**src/rtl/neuron_accum_fa.sv**
```systemverilog
// Integrate-and-fire membrane accumulator: signed integrate, periodic leak, threshold fire, refractory hold.
// Optional clamping of the WIDTH+1-bit update result is enabled by defining NEURON_ACCUM_SAT_EN.
module neuron_accum_fa #(
    parameter int WIDTH       = 16,
    parameter int W_W         = 8,
    parameter int THRESH      = 1000,
    parameter int V_RESET     = 0,
    parameter int LEAK_SHIFT  = 4,
    parameter int LEAK_PERIOD = 16,
    parameter int REFRAC      = 3
) (
    input  logic             clk,
    input  logic             rst,
    input  logic             in_valid,
    output logic             in_ready,
    input  logic [W_W-1:0]   in_w,
    output logic             spike,
    output logic [WIDTH-1:0] vmem,
    output logic [7:0]       spike_cnt,
    output logic             refrac_act
);

    localparam int LCW = (LEAK_PERIOD > 1) ? $clog2(LEAK_PERIOD) : 1;
    localparam int RCW = (REFRAC > 1) ? $clog2(REFRAC) : 1;

    localparam logic [LCW-1:0]          LEAK_LAST   = LCW'(LEAK_PERIOD - 1);
    localparam logic [RCW-1:0]          REFRAC_LOAD = RCW'(REFRAC - 1);
    localparam logic signed [WIDTH-1:0] THRESH_V    = WIDTH'(THRESH);
    localparam logic signed [WIDTH-1:0] VRESET_V    = WIDTH'(V_RESET);

    localparam logic [0:0] S_INTEG  = 1'b0;
    localparam logic [0:0] S_REFRAC = 1'b1;

    logic [0:0]              state;
    logic [LCW-1:0]          leak_cnt;
    logic [RCW-1:0]          refrac_cnt;
    logic signed [WIDTH-1:0] vmem_q;

    logic                    tick;
    logic                    accept;
    logic                    fire;
    logic signed [WIDTH:0]   v_ext;
    logic signed [WIDTH:0]   leak_amt;
    logic signed [WIDTH:0]   l_ext;
    logic signed [WIDTH:0]   w_ext;
    logic signed [WIDTH:0]   s_ext;
    logic signed [WIDTH-1:0] s_nar;

    // Handshake decodes only from registered state; reset holds ready low.
    assign in_ready   = (state == S_INTEG) && !rst;
    assign refrac_act = (state == S_REFRAC);
    assign accept     = in_valid && in_ready;
    assign tick       = (leak_cnt == LEAK_LAST);
    assign vmem       = vmem_q;

    // Leak is taken before the weight so a coincident accept adds onto the leaked value.
    always_comb begin
        v_ext    = {vmem_q[WIDTH-1], vmem_q};
        leak_amt = v_ext >>> LEAK_SHIFT;
        l_ext    = tick ? (v_ext - leak_amt) : v_ext;
        w_ext    = {{(WIDTH + 1 - W_W){in_w[W_W-1]}}, in_w};
        s_ext    = accept ? (l_ext + w_ext) : l_ext;
    end

`ifdef NEURON_ACCUM_SAT_EN
    localparam logic signed [WIDTH:0] MAX_EXT = {2'b00, {(WIDTH - 1){1'b1}}};
    localparam logic signed [WIDTH:0] MIN_EXT = {2'b11, {(WIDTH - 1){1'b0}}};

    always_comb begin
        s_nar = WIDTH'(s_ext);
        if (s_ext > MAX_EXT) begin
            s_nar = WIDTH'(MAX_EXT);
        end else if (s_ext < MIN_EXT) begin
            s_nar = WIDTH'(MIN_EXT);
        end
    end
`else
    // Plain two's-complement wrap; a positive overflow may jump past the threshold.
    always_comb begin
        s_nar = WIDTH'(s_ext);
    end
`endif

    assign fire = (state == S_INTEG) && (s_nar >= THRESH_V);

    always_ff @(posedge clk or posedge rst) begin
        if (rst) begin
            leak_cnt <= '0;
        end else if (tick) begin
            leak_cnt <= '0;
        end else begin
            leak_cnt <= leak_cnt + LCW'(1);
        end
    end

    always_ff @(posedge clk or posedge rst) begin
        if (rst) begin
            state      <= S_INTEG;
            refrac_cnt <= '0;
        end else begin
            case (state)
                S_INTEG: begin
                    if (fire) begin
                        state      <= S_REFRAC;
                        refrac_cnt <= REFRAC_LOAD;
                    end
                end
                default: begin
                    if (refrac_cnt == '0) begin
                        state <= S_INTEG;
                    end else begin
                        refrac_cnt <= refrac_cnt - RCW'(1);
                    end
                end
            endcase
        end
    end

    // During refractory the membrane is pinned, so leak ticks there are simply lost.
    always_ff @(posedge clk or posedge rst) begin
        if (rst) begin
            vmem_q    <= VRESET_V;
            spike     <= 1'b0;
            spike_cnt <= 8'd0;
        end else if (state == S_INTEG) begin
            if (fire) begin
                vmem_q    <= VRESET_V;
                spike     <= 1'b1;
                spike_cnt <= spike_cnt + 8'd1;
            end else begin
                vmem_q <= s_nar;
                spike  <= 1'b0;
            end
        end else begin
            vmem_q <= VRESET_V;
            spike  <= 1'b0;
        end
    end

endmodule

```
**config.mk**
```make
export PLATFORM = sky130hd
export DESIGN_NAME = neuron_accum_fa
export DESIGN_NICKNAME = d
export VERILOG_FILES = /design/src/rtl/neuron_accum_fa.sv
export SDC_FILE = /design/constraint.sdc
export NUM_CORES = 1
export LEC_CHECK = 0
export BUFFER_PORTS_ARGS = -buffer_cell sky130_fd_sc_hd__buf_2
export CAP_MARGIN = 10
export CORE_MARGIN = 2
export CORE_UTILIZATION = 50
export CTS_CLUSTER_SIZE = 30
export DETAILED_ROUTE_END_ITERATION = 16
export HOLD_SLACK_MARGIN = 0.12
export PLACE_DENSITY = 0.7
export RECOVER_POWER = 100
export SLEW_MARGIN = 10
export SYNTH_ARGS = -nofsm -noshare
export SYNTH_HDL_FRONTEND = slang
export SYNTH_SLANG_ARGS = --single-unit
export TNS_END_PERCENT = 5
```
**constraint.sdc**
```tcl
create_clock -name clk -period 5.55 [get_ports clk]
set_clock_uncertainty 0.1 [all_clocks]
set_input_delay 1.11 -clock clk [delete_from_list [all_inputs] [get_ports clk]]
set_output_delay 1.11 -clock clk [all_outputs]
set_load 0.01 [all_outputs]
```
== Word-level counts from Yosys, hierarchy flattened ==
Index checks and enable logic that the tools add are counted.
Widths: inputs -> output; s select.

* Register bits: 32
* Bits of input ports: 11
* Output and inout port bits: 27
* Word-level logic and storage cells: 35

* $add $sub $neg: 5
* Order comparisons: 1
* Equal/unequal tests: 2
* Muxes and demuxes: 12
* Bitwise gates (word level): 1
* Reductions and logical operators: 8

{| class="wikitable"
|+ Operator list
! kind !! count
|-
| $mux 16 || 4
|-
| $add 16x8->16 || 1
|-
| $ge 16x11->1 const B || 1
|-
| $sub 16x12->16 || 1
|-
| $add 8x1->8 const B || 1
|-
| $mux 2 || 3
|-
| $add 4x1->4 const B || 1
|-
| $eq 4x4->1 const B || 1
|-
| $mux 1 || 4
|-
| $mux 4 || 1
|-
| $reduce_and 2->1 || 2
|-
| $logic_and 1x1->1 || 3
|-
| $logic_not 2->1 || 1
|-
| $ne 2x2->1 const B || 1
|-
| $reduce_bool 2->1 || 1
|-
| $sub 2x1->2 const B || 1
|-
| $logic_not 1->1 || 1
|-
| $not 1->1 || 1
|}

== Logic depth before layout (Yosys ltp) ==
Gate-level depths: netlist of the first run.

* Word-level depth: 8
* Depth in mapped cells: 24

== Worst setup path before layout of the first run ==
Ideal clock, no wire load.

* Path type: register to register
* From: register vmem_q[0], in the netlist vmem[0]
* To: register spike_cnt[1]
* Setup time: 0.125 ns
* Data arrival time: 4.404 ns
* Setup slack: 0.921 ns
* Stages on the path, launching flop included: 23
* Clock period less this slack: 4.629 ns
* Cells stage by stage: dfrtp_1 -> inv_1 -> ha_1 -> inv_1 -> fa_1 -> a21oi_1 -> o211ai_1 -> a21oi_1 -> o21bai_1 -> a21oi_1 -> xnor2_1 -> nand2_1 -> o21ai_0 -> ha_1 -> a21o_1 -> a21o_1 -> a221o_1 -> o21ai_1 -> nand3b_1 -> xnor2_1 -> and2b_1 -> nand2_2 -> mux2_4

* Cells in the longest elaborated chain, start to end: 7

{| class="wikitable"
|+ RTL lines
! item !! line !! text
|-
| start, declared || 37 || <nowiki>logic signed [WIDTH-1:0] vmem_q;</nowiki>
|-
| start signal, assigned || 131 || <nowiki>vmem_q <= s_nar;</nowiki>
|-
| $sub 16x12->16 || 60 || <nowiki>l_ext = tick ? (v_ext - leak_amt) : v_ext;</nowiki>
|-
| $mux 16 * || 60 ||
|-
| $add 16x8->16 || 62 || <nowiki>s_ext = accept ? (l_ext + w_ext) : l_ext;</nowiki>
|-
| $mux 16 * || 62 ||
|-
| $ge 16x11->1 * || 84 || <nowiki>assign fire = (state == S_INTEG) && (s_nar >= THRESH_V);</nowiki>
|-
| $logic_and 1x1->1 * || 84 ||
|-
| $reduce_and 2->1 (no line) * || n/a ||
|-
| end signal, assigned || 129 || <nowiki>spike_cnt <= spike_cnt + 8'd1;</nowiki>
|-
| end, declared || 19 || <nowiki>output logic [7:0] spike_cnt,</nowiki>
|}

Every way passes the cells marked *; elsewhere a longest branch is shown, timed or not.
A chain may end at the register's enable or synchronous reset.

== Final worst setup path of the first run ==
Same ends and word-level chain as after synthesis.

==> results of run 1 <==
==> registers in the layout, indices dropped and copies added, names as in the netlist <==
name and flops:
vmem 16, spike_cnt 8, refrac_act 1, leak_cnt 4
spike 1, refrac_cnt 2
==> metal layers <==
layer  routed length, um  share of wire  vias up  track usage
met4                  90          0.012        0       0.0563
met5                   0              0        -            0
met3                 301          0.039        7       0.0243
met1                3700           0.48     1361        0.315
li1                    -              -     1457            -
met2                3540           0.46       60        0.362
==> cells in the mapped netlist (3+ instances only) <==
cell type,number,share of area
xor2_1,10,0.027
o31ai_1,3,0.0068
a211o_1,3,0.0080
nand3b_1,3,0.0068
o21bai_1,4,0.0091
dfrtp_1,32,0.24
nand3_1,8,0.012
nor2_2,6,0.011
and3_1,4,0.0076
nor2b_1,3,0.0057
a21o_1,9,0.021
o21ai_1,3,0.0046
o21ai_0,20,0.030
buf_6,3,0.010
nand2_1,44,0.050
nor2_1,22,0.025
a31oi_1,4,0.0076
a21oi_1,32,0.049
and4_1,3,0.0080
inv_1,27,0.031
a21oi_2,3,0.0080
mux2i_1,4,0.012
clkbuf_1,6,0.0068
o21a_1,4,0.0091
ha_1,36,0.14
o211ai_1,4,0.0091
xnor2_1,16,0.043
nand4_1,4,0.0076
nor3_1,14,0.021
==> cell families (layout without fill, tap and decap cells) <==
family,Yosys count,count (layout),synth area share
adders and majority gates,38,38,0.149
buffers and inverters,41,74,0.0632
muxes,7,7,0.0236
xor gates and xnor gates,26,26,0.0693
DFF,32,32,0.244
and+or+nand+nor,132,132,0.212
AOI/OAI and AO/OA,113,113,0.239
==> power groups by stage <==
stage	logic, mW	clock network [mW]	registers [mW]
3_3_place_gp	0.755	0	0.328
4_1_cts	0.783	0.231	0.325
6_report	0.762	0.229	0.325
5_1_grt	0.847	0.243	0.333
3_5_place_dp	0.777	0	0.329
2_1_floorplan	0.633	0	0.331
==> path summary, 6_finish.rpt <==
kind                                   start      endpoint  slack (ns)  cells past startpoint
worst min register to register  spike_cnt[7]  spike_cnt[7]        0.37                      1
min in group asynchronous                rst  spike_cnt[5]        0.81                      2
worst max-delay path                 vmem[0]  spike_cnt[1]        0.51                     22
worst max register to register       vmem[0]  spike_cnt[1]        0.51                     22
worst min-delay path            spike_cnt[7]  spike_cnt[7]        0.37                      1
max in group asynchronous                rst       vmem[3]        3.27                      3
==> worst max-delay path, stage by stage (launching register included) <==
cell      delay (ns)
dfrtp_1         0.39
inv_1           0.06
ha_1            0.16
inv_1           0.06
fa_1            0.40
a21oi_1         0.22
o211ai_1        0.12
a21oi_1         0.28
o21bai_1        0.10
a21oi_1         0.18
xnor2_1         0.21
nand2_1         0.09
o21ai_0         0.14
ha_1            0.35
a21o_1          0.20
a21o_1          0.16
a221o_1         0.35
o21ai_1         0.12
nand3b_1        0.10
xnor2_1         0.40
and2b_1         0.27
nand2_1         0.13
mux2_1          0.33
==> stage by stage <==
step	cell area, um^2	power [mW]	instances
final	3530	1.32	499
after global routing	3530	1.42	499
after CTS	3590	1.34	499
after detailed placement	3480	1.11	491
after global placement	3480	1.08	491
after floorplan	3290	0.964	389
==> cell type report <==
class,count,area [um^2]
clock buffers,5,68.8
clock inverters,3,42.5
fillers,643,2820
inverters,27,101
multi-input cells,316,2260
flip-flops and latches,32,801
well taps,77,96.3
repair buffers,39,161
==> flow_metrics.env, run 1 <==
export IMPL_path_clk_slew_ns=0.08
export IMPL_ir_drop_v=0.000198
export IMPL_critPathKind="reg2reg"
export IMPL_boundaryPins=38
export IMPL_post_cts_setup_buffers=0
export IMPL_layout_cells_most_common="nand2_1"
export IMPL_ys_async_sr_fraction=1.00
export IMPL_antenna_found_initial=0
export IMPL_htreeDepth=2
export IMPL_start_kind="register"
export IMPL_routabilityCongestion=0.862
export IMPL_grt_pass1_vias=2808
export IMPL_area_growth_pct=7.34
export IMPL_grt_pass1_wl_um=13100
export IMPL_cp_data_arrival_time_ns=5.12
export IMPL_ys_warn_count=0
export IMPL_cts_resized_gates=0
export IMPL_wl_per_cell_um=15.3
export IMPL_numClockSinks=32
export IMPL_pwr_share_clk=0.174
export IMPL_cts_tree="built"
export IMPL_core_region_area_um2=6350
export IMPL_setup_ws_ns=0.506
export IMPL_clock_path_buffers=2
export IMPL_final_nets=470
export IMPL_p_leak_nw=1.65
export IMPL_synth_edf_count=0
export IMPL_fin_hold_ws_ns=0.372
export IMPL_p_per_area_nw_per_um2=373
export IMPL_cts_hold_buf=0
export IMPL_die_h_um=85.1
export IMPL_initial_core_util=0.518
export IMPL_rsz0062_at_grt="false"
export IMPL_hold_viol_final=0
export IMPL_cts_buffers_inserted=5
export IMPL_worst_slew_pin_slew_ns=0.941
export IMPL_syn_area_um2=3290
export IMPL_grt_usage=0.222
export IMPL_crit_required_ns=5.62
export IMPL_globalRouteOverflowTotal=0
export IMPL_yosysSeqAreaShare=0.244
export IMPL_dieArea_um2=7240
export IMPL_tns_ns=0
export IMPL_min_period_ns=5.04
export IMPL_utilization=0.556
export IMPL_setup_violations=0
export IMPL_intPower_uw=722
export IMPL_switchingPower_uw=595
export IMPL_synth_avg_cell_area_um2=8.45
export IMPL_power_frac_comb=0.579
export IMPL_synth_cell_types=74
export IMPL_status="finished clean"
export IMPL_cts_root_buf="clkbuf_8"
export IMPL_postSynthCellCount=389
export IMPL_layout_drive_gt1_share=0.114
export IMPL_max_slew_margin=0.372
export IMPL_io_buffers=37
export IMPL_drtIter0Drc=106
export IMPL_hold_path_class="reg2reg"
export IMPL_drt_total_wl_um=7630
export IMPL_crit_fanout=6
export IMPL_synthFlopType="dfrtp_1"
export IMPL_switching_share=0.452
export IMPL_routed_via_density=5.78
export IMPL_die_width_um=85.1
export IMPL_final_cell_mix="nand2_1 (45), ha_1 (36), a21oi_1 (33), dfrtp_1 (32), clkbuf_1 (29)"
export IMPL_vias=2885
export IMPL_synth_fp_nets=438
export IMPL_timing_final_crit_share=0.909
export IMPL_seq_power_share=0.247
export IMPL_cp_end_kind="register"
export IMPL_slew_violations=0
export IMPL_dr_pass1_iters=4
export IMPL_drt_drc_violations_left=0
export IMPL_grt_max_degree=18
export IMPL_num_rows=29
export IMPL_pre_cts_slack_ns=0.545
export IMPL_antenna_diode_count=0
export IMPL_ys_ff_latch=32
export IMPL_maxCapViolCount=0
export IMPL_hpwlAfterDp_um=6060
export IMPL_clock_latency_ns=0.29
export IMPL_postRouteAntennaNets=0
export IMPL_fmax_mhz=198
Note: power is estimated with default switching activity, not from simulation.
==> run 2: changes to the inputs <==
Settings changed: REMOVE_ABC_BUFFERS set to 1.
==> run 2 against run 1 <==
Clock power fell by 5%; maximum frequency increased by 0.26%; sequential power is essentially flat; global-route usage decreased by 1.2 points; sequential share of layout area grew 0.073 points; critical path depth is the same; total power fell by 1.2%; final area fell by 0.32%; count of clock-buffer cells in the layout is 1 higher; first-iteration DRC count grew 37%; critical endpoint unchanged; final cell count down 0.20%.
==> flow_metrics.env, run 2 (synthesis results as in run 1) <==
export IMPL_routed_via_density=5.71
export IMPL_status="finished clean"
export IMPL_postRouteAntennaNets=0
export IMPL_cts_buffers_inserted=5
export IMPL_regArea_um2=801
export IMPL_fin_hold_ws_ns=0.383
export IMPL_start_kind="register"
export IMPL_boundaryPins=38
export IMPL_drt_total_wl_um=7440
export IMPL_globalRouteOverflowTotal=0
export IMPL_grt_pass1_vias=2679
export IMPL_hold_path_endpoint="spike_cnt[7]"
export IMPL_crit_required_ns=5.62
export IMPL_dr_pass1_iters=4
export IMPL_setup_ws_ns=0.519
export IMPL_crit_fanout=6
export IMPL_io_buffers=37
export IMPL_layout_cells_most_common="nand2_1"
export IMPL_finalPower_mw=1.30
export IMPL_drtIter0Drc=145
export IMPL_cp_end_kind="register"
export IMPL_nFillCells=598
export IMPL_cp_data_arrival_time_ns=5.10
export IMPL_pre_cts_slack_ns=0.521
export IMPL_hpwlAfterDp_um=5870
export IMPL_clock_path_buffers=2
export IMPL_core_region_area_um2=6350
export IMPL_antenna_diode_count=0
export IMPL_multi_input_area_um2=2260
export IMPL_vias=2842
export IMPL_grt_max_degree=29
export IMPL_num_rows=29
export IMPL_slew_violations=0
export IMPL_worst_slew_pin_slew_ns=1.01
export IMPL_final_cell_mix="nand2_1 (45), ha_1 (36), a21oi_1 (34), dfrtp_1 (32), clkbuf_1 (30)"
export IMPL_setup_violations=0
export IMPL_layout_drive_gt1_share=0.109
export IMPL_hold_path_class="reg2reg"
export IMPL_clock_latency_ns=0.28
export IMPL_r2r_end="spike_cnt[1]"
export IMPL_critPathKind="reg2reg"
export IMPL_drt_drc_violations_left=0
export IMPL_p_leak_nw=1.65
export IMPL_grt_pass1_wl_um=12400
export IMPL_hold_start="spike_cnt[7]"
export IMPL_min_period_ns=5.03
export IMPL_tns_ns=0
export IMPL_dieArea_um2=7240
export IMPL_final_nets=469
export IMPL_area_growth_pct=7.00
export IMPL_fmax_mhz=199
export IMPL_rr_worst_depth=22
export IMPL_cts_tree="built"
export IMPL_maxCapViolCount=0
export IMPL_path_clk_slew_ns=0.07
export IMPL_routabilityCongestion=0.897
export IMPL_die_width_um=85.1
export IMPL_largest_reg_flops=16
export IMPL_max_slew_margin=0.328
export IMPL_finalNonFillerCells=498
export IMPL_ir_drop_v=0.000214
export IMPL_placed_cells=490
export IMPL_min_path_cells=1
export IMPL_hold_viol_final=0
export IMPL_post_cts_setup_buffers=0
export IMPL_timing_final_crit_share=0.906
export IMPL_antenna_found_initial=0
export IMPL_cts_hold_buf=0
export IMPL_htreeDepth=2
export IMPL_cts_resized_gates=0
export IMPL_initial_core_util=0.518
export IMPL_r2r_start="vmem[0]"
export IMPL_wl_per_cell_um=14.9
export IMPL_rsz0062_at_grt="false"
export IMPL_p_per_area_nw_per_um2=370
export IMPL_grt_usage=0.210
export IMPL_numClockSinks=32
export IMPL_die_h_um=85.1
export IMPL_regToRegSetupSlack_ns=0.52
export IMPL_cts_root_buf="clkbuf_8"
## run 2: cell types whose count changed in the layout (fill, tap and decap cells not counted), sizes merged
cell	previous run	this run
buf	10	9
clkbuf	34	35
clkinvlp	1	0
## run 2: per-stage QoR
| step | area (um^2) | util |
|---|---|---|
| 3_5_place_dp | 3470 | 0.547 |
| 6_report | 3520 | 0.554 |
| 3_3_place_gp | 3470 | 0.547 |
| 4_1_cts | 3580 | 0.564 |
| 5_1_grt | 3520 | 0.554 |
| 2_1_floorplan | 3180 | - |
## run 2: cell type report
cell class	count	share of cell area
Sequential cell	32	0.228
Tap cell	77	0.0274
Clock buffer	6	0.0206
Timing Repair Buffer	38	0.0437
Clock inverter	2	0.00996
Multi-Input combinational cell	316	0.642
Inverter	27	0.0288
## run 2: critical path, cell delays in order (launching register included)
cell and delay [ns]:
dfrtp_1 0.38, inv_1 0.06, ha_1 0.17, inv_1 0.06, fa_1 0.39, a21oi_1 0.22
o211ai_1 0.12, a21oi_1 0.28, o21bai_1 0.09, a21oi_1 0.17, xnor2_1 0.21, nand2_1 0.08
o21ai_0 0.16, ha_1 0.36, a21o_1 0.20, a21o_1 0.17, a221o_1 0.35, o21ai_1 0.12
nand3b_1 0.10, xnor2_1 0.39, and2b_1 0.26, nand2_1 0.15, mux2_4 0.32
## run 2: worst max-delay path by stage
stage                       start  slack, ns  depth (start not counted)      endpoint
after floorplan           vmem[0]       0.92                         22  spike_cnt[1]
after global placement    vmem[0]       0.66                         22  spike_cnt[1]
after detailed placement  vmem[0]       0.52                         22  spike_cnt[1]
after CTS                 vmem[0]       0.51                         22  spike_cnt[1]
after global routing      vmem[0]       0.03                         22  spike_cnt[1]
final                     vmem[0]       0.52                         22  spike_cnt[1]
## run 2: power by group
part           internal (mW)  switching, mW
Sequential             0.276         0.0489
Clock                  0.133         0.0851
Combinational          0.318          0.441
Total                  0.727          0.575
## run 2: per-layer routing
layer | track usage | vias up | share of wire
met4 | 0.0505 | 0 | 0.0094
met2 | 0.342 | 44 | 0.45
met5 | 0 | - | 0
li1 | - | 1453 | -
met1 | 0.304 | 1339 | 0.51
met3 | 0.0146 | 6 | 0.025
